[config.mk]
export PLATFORM = sky130hd
export DESIGN_NAME = thermocouple_spi_responder_flat
export DESIGN_NICKNAME = d
export VERILOG_FILES = /design/src/rtl/thermocouple_spi_responder_pkg.sv /design/src/rtl/thermocouple_spi_responder_if.sv /design/src/rtl/thermocouple_spi_responder_sync.sv /design/src/rtl/thermocouple_spi_responder.sv /design/src/flat_wrapper.sv
export SDC_FILE = /design/constraint.sdc
export NUM_CORES = 1
export LEC_CHECK = 0
export ABC_AREA = 1
export CAP_MARGIN = 0
export CORE_MARGIN = 1.5
export CORE_UTILIZATION = 45
export CTS_BUF_LIST = sky130_fd_sc_hd__clkbuf_4 sky130_fd_sc_hd__clkbuf_8 sky130_fd_sc_hd__clkbuf_16
export DETAILED_ROUTE_END_ITERATION = 8
export GPL_TIMING_DRIVEN = 0
export PLACE_DENSITY_LB_ADDON = 0.25
export SLEW_MARGIN = 15
export SYNTH_ARGS = -nofsm -noshare
export SYNTH_HDL_FRONTEND = slang
export SYNTH_SLANG_ARGS = --single-unit
[constraint.sdc]
create_clock -name clk -period 3.6 [get_ports clk]
set_input_delay 0.72 -clock clk [delete_from_list [all_inputs] [get_ports clk]]
set_output_delay 0.72 -clock clk [all_outputs]
set_load 0.01 [all_outputs]
[src/rtl/thermocouple_spi_responder_pkg.sv]
// Shared thermocouple frame definitions: field positions, responder states, frame packing.
package thermo_pkg;

  localparam int unsigned FRAME_W       = 32;
  localparam int unsigned IDX_W         = $clog2(FRAME_W);
  localparam int unsigned TC_MSB        = 31;
  localparam int unsigned TC_LSB        = 18;
  localparam int unsigned FAULT_ANY_BIT = 16;
  localparam int unsigned JUNC_MSB      = 15;
  localparam int unsigned JUNC_LSB      = 4;
  localparam int unsigned FAULT_MSB     = 2;
  localparam int unsigned FAULT_LSB     = 0;

  typedef enum logic [1:0] {
    IDLE,
    SHIFT,
    TAIL
  } resp_state_t;

  function automatic logic [FRAME_W-1:0] build_frame(
    input logic [13:0] tc,
    input logic [11:0] junc,
    input logic [2:0]  fault
  );
    logic [FRAME_W-1:0] f;
    f                         = '0;
    f[TC_MSB:TC_LSB]          = tc;
    f[FAULT_ANY_BIT]          = |fault;
    f[JUNC_MSB:JUNC_LSB]      = junc;
    f[FAULT_MSB:FAULT_LSB]    = fault;
    return f;
  endfunction

endpackage

[src/rtl/thermocouple_spi_responder_if.sv]
// SPI pins between the thermocouple controller (master) and the responder (slave).
interface thermocouple_spi_responder_if;
  logic spi_cs_n;
  logic spi_sclk;
  logic spi_miso;
  logic spi_miso_oe;

  modport master (output spi_cs_n, output spi_sclk, input spi_miso, input spi_miso_oe);
  modport slave  (input spi_cs_n, input spi_sclk, output spi_miso, output spi_miso_oe);
endinterface

[src/rtl/thermocouple_spi_responder_sync.sv]
// Multi-flop synchroniser for an asynchronous input with registered-level edge pulses.
module spi_sync_edge #(
  parameter int unsigned SYNC_STAGES = 2,
  parameter logic        RESET_VAL   = 1'b0
) (
  input  logic clk,
  input  logic rst,
  input  logic async_in,
  output logic level,
  output logic rise,
  output logic fall
);

  logic [SYNC_STAGES-1:0] sync_q;
  logic                   prev_q;

  always_ff @(posedge clk) begin
    if (rst) begin
      sync_q <= {SYNC_STAGES{RESET_VAL}};
      prev_q <= RESET_VAL;
    end else begin
      sync_q <= {sync_q[SYNC_STAGES-2:0], async_in};
      prev_q <= sync_q[SYNC_STAGES-1];
    end
  end

  assign level = sync_q[SYNC_STAGES-1];
  assign rise  = level & ~prev_q;
  assign fall  = ~level & prev_q;

endmodule

[src/rtl/thermocouple_spi_responder.sv]
// Thermocouple digitiser model: periodic snapshot conversion, SPI mode-0 32-bit read-out.
// Build option THERMO_RESP_FAULT_INJECT_EN adds a fault_inject input OR-ed into the fault field.
module thermocouple_spi_responder
  import thermo_pkg::*;
#(
  parameter int unsigned CONV_CYCLES = 20,
  parameter int unsigned SYNC_STAGES = 2
) (
  input  logic                              clk,
  input  logic                              rst,
  input  logic [13:0]                       tc_temp_in,
  input  logic [11:0]                       junction_temp_in,
  input  logic [2:0]                        fault_in,
`ifdef THERMO_RESP_FAULT_INJECT_EN
  input  logic [2:0]                        fault_inject,
`endif
  thermocouple_spi_responder_if.slave       spi,
  output logic                              conv_busy,
  output logic                              frame_done
);

  localparam int unsigned CNT_W = (CONV_CYCLES > 1) ? $clog2(CONV_CYCLES) : 1;

  logic cs_level, cs_rise, cs_fall;
  logic sclk_fall, sclk_level_unused, sclk_rise_unused;

  spi_sync_edge #(.SYNC_STAGES(SYNC_STAGES), .RESET_VAL(1'b1)) u_cs_sync (
    .clk(clk), .rst(rst), .async_in(spi.spi_cs_n),
    .level(cs_level), .rise(cs_rise), .fall(cs_fall)
  );

  spi_sync_edge #(.SYNC_STAGES(SYNC_STAGES), .RESET_VAL(1'b0)) u_sclk_sync (
    .clk(clk), .rst(rst), .async_in(spi.spi_sclk),
    .level(sclk_level_unused), .rise(sclk_rise_unused), .fall(sclk_fall)
  );

  logic [2:0] fault_eff;
`ifdef THERMO_RESP_FAULT_INJECT_EN
  assign fault_eff = fault_in | fault_inject;
`else
  assign fault_eff = fault_in;
`endif

  resp_state_t        state;
  logic [CNT_W-1:0]   conv_cnt;
  logic [FRAME_W-1:0] snapshot;
  logic [FRAME_W-1:0] shift_q;
  logic [IDX_W-1:0]   idx;
  logic               miso_q;
  logic               oe_q;

  logic               conv_term;
  logic [FRAME_W-1:0] frame_now;
  logic [FRAME_W-1:0] snap_next;

  // A terminal count coinciding with the CS_n fall must feed the fresh frame straight to the shifter.
  always_comb begin
    frame_now = build_frame(tc_temp_in, junction_temp_in, fault_eff);
    conv_term = (state == IDLE) && (conv_cnt == CNT_W'(CONV_CYCLES - 1));
    snap_next = conv_term ? frame_now : snapshot;
  end

  always_ff @(posedge clk) begin
    if (rst) begin
      state      <= IDLE;
      conv_cnt   <= '0;
      snapshot   <= '0;
      shift_q    <= '0;
      idx        <= '0;
      miso_q     <= 1'b0;
      oe_q       <= 1'b0;
      conv_busy  <= 1'b0;
      frame_done <= 1'b0;
    end else begin
      frame_done <= 1'b0;
      if (cs_rise) begin
        state     <= IDLE;
        conv_cnt  <= '0;
        miso_q    <= 1'b0;
        oe_q      <= 1'b0;
        conv_busy <= 1'b1;
      end else begin
        unique case (state)
          IDLE: begin
            conv_busy <= 1'b1;
            snapshot  <= snap_next;
            conv_cnt  <= conv_term ? '0 : conv_cnt + CNT_W'(1);
            if (cs_fall) begin
              state     <= SHIFT;
              shift_q   <= snap_next;
              idx       <= IDX_W'(FRAME_W - 1);
              miso_q    <= snap_next[FRAME_W-1];
              oe_q      <= 1'b1;
              conv_busy <= 1'b0;
            end
          end
          SHIFT: begin
            if (sclk_fall && !cs_level) begin
              if (idx == '0) begin
                frame_done <= 1'b1;
                miso_q     <= 1'b0;
                state      <= TAIL;
              end else begin
                idx    <= idx - IDX_W'(1);
                miso_q <= shift_q[idx - IDX_W'(1)];
              end
            end
          end
          TAIL: begin
            miso_q <= 1'b0;
          end
          default: state <= IDLE;
        endcase
      end
    end
  end

  assign spi.spi_miso    = miso_q;
  assign spi.spi_miso_oe = oe_q;

endmodule

[src/flat_wrapper.sv]
// flat-port wrapper written by rule: the top's interface ports become plain ports
module thermocouple_spi_responder_flat import thermo_pkg::*;
#(
  parameter int unsigned CONV_CYCLES = 20,
  parameter int unsigned SYNC_STAGES = 2
)
  (clk, rst, tc_temp_in, junction_temp_in, fault_in, conv_busy, frame_done, spi_spi_cs_n, spi_spi_sclk, spi_spi_miso, spi_spi_miso_oe);
  thermocouple_spi_responder_if spi_i ();
  input  logic clk;
  input  logic rst;
  input  logic [13:0] tc_temp_in;
  input  logic [11:0] junction_temp_in;
  input  logic [2:0] fault_in;
  output logic conv_busy;
  output logic frame_done;
  input wire logic [$bits(spi_i.spi_cs_n)-1:0] spi_spi_cs_n;
  input wire logic [$bits(spi_i.spi_sclk)-1:0] spi_spi_sclk;
  output wire logic [$bits(spi_i.spi_miso)-1:0] spi_spi_miso;
  output wire logic [$bits(spi_i.spi_miso_oe)-1:0] spi_spi_miso_oe;
  assign spi_i.spi_cs_n = spi_spi_cs_n;
  assign spi_i.spi_sclk = spi_spi_sclk;
  assign spi_spi_miso = spi_i.spi_miso;
  assign spi_spi_miso_oe = spi_i.spi_miso_oe;
  thermocouple_spi_responder #(.CONV_CYCLES(CONV_CYCLES), .SYNC_STAGES(SYNC_STAGES)) u_core (.clk(clk), .rst(rst), .tc_temp_in(tc_temp_in), .junction_temp_in(junction_temp_in), .fault_in(fault_in), .spi(spi_i), .conv_busy(conv_busy), .frame_done(frame_done));
endmodule
* After elaboration in Yosys (flattened, before gate mapping)
Index checks and enable logic that the tools add are counted.
** Cells by class
- Eq/ne operators :: 7
- Order comparisons :: 1
- Bitwise gates (word level) :: 10
- Reductions and logical operators :: 17
- $add $sub $neg :: 2
- Mux-type cells :: 20
** Operators by type and width (count)
- 2-to-1 mux 32 bit :: 1
- 2-to-1 mux 5 bit :: 4
- one-hot mux 5 bit (2 select lines) :: 1
- 2-to-1 mux 1 bit :: 8
- NOT 1 bit :: 7
- less-than comparator 5 x 6 -> 1 bit, second input constant :: 1
- 2-to-1 mux 2 bit :: 3
- != test 2 x 1 -> 1 bit, second input constant :: 3
- one-hot mux 2 bit (3 select lines) :: 1
- AND reduction 3 bit :: 2
- adder 5 x 1 -> 5 bit, second input constant :: 1
- binary-select mux 1 bit (select 5 bit) :: 1
- equality test 5 bit, second input constant :: 1
- logical NOT 5 bit :: 1
- AND reduction 5 bit :: 1
- subtractor 5 x 1 -> 5 bit, second input constant :: 1
- AND reduction 2 bit :: 2
- AND reduction 4 bit :: 1
- nonzero test 2 bit :: 2
- OR reduction 4 bit :: 1
- bitwise AND 1 bit :: 3
- one-hot mux 1 bit (3 select lines) :: 1
- nonzero test 3 bit :: 1
- OR reduction 3 bit :: 1
- 7 further kinds :: 8
** Storage, ports and cells
- Bits in registers :: 86
- Output and inout bits :: 4
- Bits of input ports :: 33
- Logic and storage cells :: 70

* Logic depth before layout (Yosys ltp)
Gate-level depths: netlist (run 1).
- Depth in word-level cells :: 6
- Mapped depth :: 13
- Mapped depth without buffers :: 12

* Modules after synthesis
From an unflattened synthesis (run 1), not the netlist that was laid out.
** Second synthesis, totals
- Cell total of the unflattened synthesis :: 610
- Area total of the unflattened synthesis :: 4105.2 um^2
** By module, submodules not included
- thermocouple_spi_responder :: seq. area each 1601.5 um^2, times used 1, cells each 585, area an instance 3913.8 um^2
- spi_sync_edge (u_core.u_cs_sync) :: seq. area each 60.1 um^2, times used 1, cells each 13, area an instance 97.6 um^2
- spi_sync_edge (u_core.u_sclk_sync) :: seq. area each 60.1 um^2, times used 1, cells each 12, area an instance 93.8 um^2

* Worst setup path before layout (run 1)
Ideal clock, no wire load.
- Kind :: register to register
- Start point :: reg u_core.idx[0]
- End point :: reg u_core.miso_q, in the netlist u_core.spi.spi_miso
- Required time :: 3.478 ns
- Library setup time :: 0.122 ns
- Path buffers :: 2
- Period minus slack after synthesis :: 1.841 ns
- Stages on the path, launching flop included :: 13
- Arrival time :: 1.720 ns
- Path slack :: 1.759 ns
- Cell sequence :: dfxtp_1 -> clkinv_1 -> buf_4 -> ha_1 -> buf_2 -> inv_1 -> nand3_1 -> nand3_1 -> nand3_1 -> nand2_1 -> nand2_1 -> nand3_1 -> a21oi_2
** Between the ends
- Longest elaborated chain between the ends :: 6
- Elaborated cells between the ends (all ways) :: 7
- Classes of those cells :: 1 x add/sub; 5 x mux; 1 x reduce/logical
** RTL lines
- start, declared :: RTL line thermocouple_spi_responder.sv:48 : logic [IDX_W-1:0] idx;
- start signal, assigned :: RTL line thermocouple_spi_responder.sv:91 : idx <= IDX_W'(FRAME_W - 1);
- start signal, assigned :: RTL line thermocouple_spi_responder.sv:104 : idx <= idx - IDX_W'(1);
- subtractor 5 x 1 -> 5 bit :: RTL line thermocouple_spi_responder.sv:105 : miso_q <= shift_q[idx - IDX_W'(1)];
- binary-select mux 1 bit (select 5 bit) :: RTL line thermocouple_spi_responder.sv:105
- 2-to-1 mux 1 bit (implied by the code) :: RTL line thermocouple_spi_responder.sv:105
- 2-to-1 mux 1 bit (*) :: RTL line thermocouple_spi_responder.sv:99 : if (idx == '0) begin
- 2-to-1 mux 1 bit (*) :: RTL line thermocouple_spi_responder.sv:98 : if (sclk_fall && !cs_level) begin
- one-hot mux 1 bit (3 select lines) (*) :: RTL line thermocouple_spi_responder.sv:83 : unique case (state)
- end signal, assigned :: RTL line thermocouple_spi_responder.sv:92 : miso_q <= snap_next[FRAME_W-1];
- end signal, assigned :: RTL line thermocouple_spi_responder.sv:105
- end, declared :: RTL line thermocouple_spi_responder.sv:49 : logic miso_q;
Mark *: on every way between the ends. The rest lies on a longest branch, timed or not. The select of a mux whose other input is x is not followed.
A chain may end at the register's enable or synchronous reset.

* Worst setup path in the final report (run 1)
Ends and elaborated chain as after synthesis.

==> results of run 1 <==
[how the worst min path moves through the flow]
| stage | endpoint | slack (ps) |
|---|---|---|
| 3_3_place_gp | u_core.u_cs_sync.sync_q[1] | 390 |
| 3_5_place_dp | u_core.u_cs_sync.sync_q[1] | 400 |
| 2_1_floorplan | u_core.u_sclk_sync.sync_q[1] | 390 |
| 6_report | u_core.u_cs_sync.sync_q[1] | 410 |
| 5_1_grt | u_core.u_cs_sync.sync_q[1] | 430 |
| 4_1_cts | u_core.u_cs_sync.sync_q[1] | 420 |
[state kept, by name, indices dropped and copies added, names as in the netlist]
| register | count |
|---|---|
| u_core.conv_busy | 1 |
| u_core.conv_cnt | 5 |
| u_core.frame_done | 1 |
| u_core.idx | 5 |
| u_core.shift_q | 32 |
| u_core.snapshot | 32 |
| u_core.spi.spi_miso | 1 |
| u_core.spi.spi_miso_oe | 1 |
| u_core.state | 2 |
| u_core.u_cs_sync.prev_q | 1 |
| u_core.u_cs_sync.sync_q | 2 |
| u_core.u_sclk_sync.prev_q | 1 |
| u_core.u_sclk_sync.sync_q | 2 |
[worst max-delay path, cell delays in order, from the launching register on]
cell	delay, ps
sky130_fd_sc_hd__dfxtp_1	340
sky130_fd_sc_hd__clkinv_1	240
sky130_fd_sc_hd__buf_4	270
sky130_fd_sc_hd__ha_1	280
sky130_fd_sc_hd__buf_2	190
sky130_fd_sc_hd__inv_1	260
sky130_fd_sc_hd__nand3_1	130
sky130_fd_sc_hd__nand3_1	110
sky130_fd_sc_hd__nand3_1	90
sky130_fd_sc_hd__nand2_1	90
sky130_fd_sc_hd__nand2_1	60
sky130_fd_sc_hd__nand3_1	110
sky130_fd_sc_hd__a21oi_2	60
[cell type report]
type	count	area, µm²	area share [%]
sequential	86	1720	35.3
inverter	118	445	9.14
buffer	31	200	4.11
tap	111	139	2.85
clock inverter	5	50.0	1.03
clock buffer	11	139	2.85
multi-input combinational	340	1820	37.3
timing repair buffer	36	360	7.40
[cells by family after synthesis]
family                     after synthesis  synth area share (%)
AOI/OAI and AO/OA                      175                  24.1
and+or+nand+nor                        157                  17.0
DFF                                     86                  41.1
xor gates and xnor gates                 1                 0.209
adders and majority gates                7                  2.09
buffers and inverters                  149                  15.4
[power by group through the flow]
stage                     registers (mW)  clock network, mW  logic, mW
after global routing                1.28              0.720       1.58
after CTS                           1.26              0.678       1.38
final                               1.26              0.662       1.38
after floorplan                     1.26                  0       1.02
after detailed placement            1.28                  0       1.37
after global placement              1.27                  0       1.32
[layer usage]
layer	wire length, µm	GRT usage, %	vias up
li1	-	-	1925
met1	4430	26.6	1714
met2	4500	34.3	67
met3	365	3.23	16
met4	191	8.02	0
met5	0	0	-
[placed cells by master (no fill, tap or decap), drive strengths merged]
| cell type | n |
|---|---|
| dfxtp | 86 |
| buf | 20 |
| o21ai | 99 |
| ha | 7 |
| nor4 | 1 |
| nand4 | 1 |
| xor2 | 1 |
| or2 | 3 |
| clkinv | 5 |
| nand3b | 1 |
| nor3 | 7 |
| nor2 | 15 |
| o21bai | 30 |
| nor3b | 1 |
| a21oi | 42 |
| clkbuf | 22 |
| o21a | 1 |
| nand3 | 37 |
| bufinv | 1 |
| nand2 | 91 |
| clkdlybuf4s50 | 36 |
| inv | 117 |
| a31oi | 2 |
| o31ai | 1 |
[stage by stage]
| step | instances | power (mW) |
|---|---|---|
| CTS | 738 | 3.31 |
| detailed placement | 722 | 2.65 |
| floorplan | 575 | 2.29 |
| global placement | 722 | 2.60 |
| finish | 738 | 3.30 |
| global route | 738 | 3.58 |
==> qor.yml, run 1 <==
outcome: "complete, no violations"
detail_route.drc_violations: 0
finalCriticalPeriod_ps: 2330
netlist.area_leader.share_pct: 41.1
number_of_synthesized_flops_with_an_enable_pin: 0
cts.repair_timing.setup_buffer_count: 0
max_slew_violations: 0
first_global_vias: 3525
post_synth_instance_area_um2: 4180
postLayoutCellArea_um2: 4870
first_pass_grt_wire_length_mm: 16.2
chipWidth_um: 99.4
floorplan.die_area_um2: 9890
timing_worst_slew_pin_value_ps: 526
setup_repair_after_global_routing_missed_its_margin: "no"
cts_resizes: 0
post-route-worst-setup-slack_ps: 1270
cts_buffers: 9
synthToLayoutAreaGrowth_pct: 16.4
critical_path.startpoint: "u_core.idx[0]"
io-pin-count: 37
cts_hold_buf: 0
worstReg2RegEnd: "u_core.spi.spi_miso"
row_count: 35
power_report.internal_total_mw: 2.01
hold_viol_final: 0
worstPathRequired_ps: 3850
clk_latency_ps: 350
pwr-share-comb_pct: 41.8
worst-r2r-setup-slack_ps: 1270
dp.final_hpwl_mm: 6.93
crit-reg2reg-launch: "u_core.idx[0]"
cts-root-buf: "sky130_fd_sc_hd__clkbuf_8"
design.final.nets: 662
syn_nets: 615
portBuffers: 36
cp_data_arrival_time_ps: 2580
dp_slack_ps: 983
synth.avg_cell_area_um2: 7.28
worst_setup_hold_path_clk_slew_ps: 80
clock_power_share_pct: 20.0
drt_pre_antenna_iters: 5
grtUsageTotal_pct: 20.5
yosys_warnings: 0
netSwitchingFraction_pct: 39.3
grt_max_degree: 14
synth_common_cells: "sky130_fd_sc_hd__inv_1 (114), sky130_fd_sc_hd__nand2_1 (89), sky130_fd_sc_hd__dfxtp_1 (86)"
antenna_cells: 0
critPathCapture: "u_core.spi.spi_miso"
hp-start: "u_core.u_cs_sync.sync_q[0]"
timing_worst_setup_path_type: "register to register"
cp-end-kind: "register"
worst_hold_slack_ps: 412
seq_area_frac_synth_pct: 41.1
min_path_cells: 1
async_reset_ff_share_pct: 0
h-tree-depth: 3
power_density_nw_per_um2: 678
max_freq_mhz: 429
drv_cap: 0
yosys.area.top_type: "sky130_fd_sc_hd__dfxtp_1"
fillCellCount: 892
finalSetupViolations: 0
finalWeightedCongestion: 0.879
fin_util_pct: 53.5
routed_wire_length_per_instance_um: 12.9
yosys.cell_count.top_type: "sky130_fd_sc_hd__inv_1"
clock_path_buffers: 2
grt_antenna_before_repair: 0
synth.area.top_cells: "sky130_fd_sc_hd__dfxtp_1 (41%), sky130_fd_sc_hd__inv_1 (10%), sky130_fd_sc_hd__o21ai_0 (9.1%)"
timing.hold.worst.class: "register to register"
final_antenna_net_count: 0
pwr-share-seq_pct: 38.2
setup-tns-final_ps: 0
final.period_utilization_pct: 64.7
drive_gt1_share_pct: 10.7
leakage_nw: 2.36
synth_seq_cells: 86
post_synth_num_cell_types: 40
totalWireLength_mm: 9.49
drt-vias-per-instance: 5.04
num_vias: 3722
placement.cell_area_um2: 4680
rr_worst_depth: 12
syn-instance-count: 575
synthFlopType: "sky130_fd_sc_hd__dfxtp_1"
clkSinkCount: 86
initial_utilization_pct: 45.9
chipHeight_um: 99.4
worst_clock_skew_ps: 6.76
timing.max_slew.rel_slack_pct: 64.9
p_sw_mw: 1.30
detail_route.iter0.violations: 192
grt_overflow: 0
tritoncts: "built"
core_region_area_um2: 9110
critPathLaunchType: "register"
path_max_fanout: 10
vdd_drop_max_mv: 0.441
(Power assumes the default switching activity.)
==> run 2: changes to the inputs <==
==> constraint.sdc (replaced) <==
create_clock -name clk -period 2.33 [get_ports clk]
set_input_delay 0.466 -clock clk [delete_from_list [all_inputs] [get_ports clk]]
set_output_delay 0.466 -clock clk [all_outputs]
set_load 0.01 [all_outputs]
==> qor.yml, run 2 (same netlist as run 1, synthesis figures left out) <==
first_global_vias: 3525  # unchanged
floorplan.die_area_um2: 9890  # unchanged
setup_repair_after_global_routing_missed_its_margin: "no"
slowest_stage: "sky130_fd_sc_hd__dfxtp_2"
grtUsageTotal_pct: 20.5  # unchanged
tritoncts: "built"
worst_hold_slack_ps: 412  # +0.0660 ps
rr_worst_depth: 12  # unchanged
dp.final_hpwl_mm: 6.93  # unchanged
worstReg2RegEnd: "u_core.spi.spi_miso"
worstPathRequired_ps: 2620  # -1230 ps
postLayoutCellArea_um2: 4910  # +0.85%
fin_util_pct: 53.9  # +0.45 points
antenna_cells: 0  # unchanged
design.final.nets: 666  # +0.60%
placement.cell_area_um2: 4680  # unchanged
critPathLaunchType: "register"
timing.hold.worst.class: "register to register"
initial_utilization_pct: 45.9  # unchanged
power_density_nw_per_um2: 1050  # +55%
portBuffers: 36  # unchanged
io-pin-count: 37  # unchanged
setup-tns-final_ps: 0  # unchanged
final.period_utilization_pct: 91.7  # +27 points
totalWireLength_mm: 9.54  # +0.54%
timing.critical_path.mode_cell: "sky130_fd_sc_hd__nand3_1"
h-tree-depth: 3  # unchanged
chipHeight_um: 99.4  # unchanged
worst_setup_hold_path_clk_slew_ps: 80  # about the same
crit-reg2reg-launch: "u_core.idx[0]"
timing_worst_slew_pin_value_ps: 527  # +0.455 ps
hp-start: "u_core.u_cs_sync.sync_q[0]"
core_region_area_um2: 9110  # unchanged
cp-end-kind: "register"
grt_antenna_before_repair: 0  # unchanged
min_path_cells: 1  # unchanged
clock_path_buffers: 2  # unchanged
vdd_drop_max_mv: 0.695  # +58%
final_antenna_net_count: 0  # unchanged
timing.max_slew.rel_slack_pct: 64.9  # about the same
num_vias: 3750  # +0.75%
grt_overflow: 0  # unchanged
finalWeightedCongestion: 0.879  # unchanged
min_to: "u_core.u_cs_sync.sync_q[1]"
final_cell_count_no_fill: 742  # +0.54%
dp_slack_ps: -32.7  # -1020 ps
grt_max_degree: 14  # unchanged
timing_worst_setup_path_type: "register to register"
synthToLayoutAreaGrowth_pct: 17.4
clkSinkCount: 86  # unchanged
detail_route.drc_violations: 0  # unchanged
drt-vias-per-instance: 5.05  # +0.21%
post-route-worst-setup-slack_ps: 193  # -1080 ps
finalCriticalPeriod_ps: 2140  # -192 ps
top_regs: "u_core.shift_q: 32 flops, u_core.snapshot: 32 flops"
cts_hold_buf: 0  # unchanged
leakage_nw: 2.38  # +0.62%
layout.cells.most_common_list: "sky130_fd_sc_hd__inv_1 (113), sky130_fd_sc_hd__nand2_1 (89), sky130_fd_sc_hd__dfxtp_1 (85)"
worst_clock_skew_ps: 8.37  # +1.61 ps
drt_pre_antenna_iters: 5  # unchanged
finalSetupViolations: 0  # unchanged
outcome: "complete, no violations"
max_freq_mhz: 468  # +9.0%
numPlacedInstances: 722  # unchanged
row_count: 35  # unchanged
worst-r2r-setup-slack_ps: 190  # -1080 ps
drive_gt1_share_pct: 11.7  # +1.0 points
cts_buffers: 9  # unchanged
path_max_fanout: 10  # unchanged
drv_cap: 0  # unchanged
hold_viol_final: 0  # unchanged
cp_data_arrival_time_ps: 2430  # -150 ps
detail_route.iter0.violations: 225  # +17%
crit_path_cell_trace: "clkinvlp_4 -> buf_4 -> ha_1 -> buf_4 -> clkinvlp_4 -> nand3_1 -> nand3_1 -> nand3_1 -> nand2_1 -> nand2_1 -> nand3_1 -> a21oi_2"
power_consumption_mw: 5.17  # +56%
routed_wire_length_per_instance_um: 12.9  # about the same
max_slew_violations: 0  # unchanged
chipWidth_um: 99.4  # unchanged
first_pass_grt_wire_length_mm: 16.2  # unchanged
clk_latency_ps: 350  # about the same
cts-root-buf: "sky130_fd_sc_hd__clkbuf_8"
cp_slowest_stage_delay_ps: 360  # +20 ps
final_common_cell: "sky130_fd_sc_hd__inv_1"
[run 2: how the worst max path moves through the flow]
stage                     cells past startpoint             endpoint          start
after floorplan                              12  u_core.spi.spi_miso  u_core.idx[0]
after global placement                        6  u_core.snapshot[30]            rst
after detailed placement                      6   u_core.snapshot[0]            rst
after CTS                                    12  u_core.spi.spi_miso  u_core.idx[0]
final                                        12  u_core.spi.spi_miso  u_core.idx[0]
after global routing                         12  u_core.spi.spi_miso  u_core.idx[0]
[run 2: critical path: cells and delay by family, from the launching register on]
| kind | cells | cell delay, ps |
|---|---|---|
| AOI/OAI and AO/OA | 1 | 120 |
| buffers and inverters | 4 | 730 |
| and+or+nand+nor | 6 | 580 |
| DFF | 1 | 360 |
| adders and majority gates | 1 | 280 |
[run 2: power by group]
part / total [mW] / internal [mW] / switching [mW]
sequential: 1.95 / 1.81 / 0.138
clock: 1.02 / 0.513 / 0.509
combinational: 2.19 / 0.815 / 1.38
total: 5.17 / 3.14 / 2.03
[run 2: metal layers]
metal,up-vias,track usage [%],routed length [µm]
met4,0,8.02,191
met2,76,34.3,4490
met1,1721,26.6,4470
met5,-,0,0
met3,16,3.23,389
li1,1937,-,-
[run 2: area by class of cell]
type	count	area, µm²
Timing Repair Buffer	40	390
Clock buffer	11	139
Tap cell	111	139
Clock inverter	5	50.0
Inverter	118	453
Multi-Input combinational cell	340	1820
Sequential cell	86	1720
Buffer	31	203
Fill cell	891	4200
[run 2: timing repair]
item                       in CTS  in global routing
hold endpoints to repair        0                  0
setup buffers                   0                  4
setup endpoints to repair       0                  1
resized for setup               0                  5
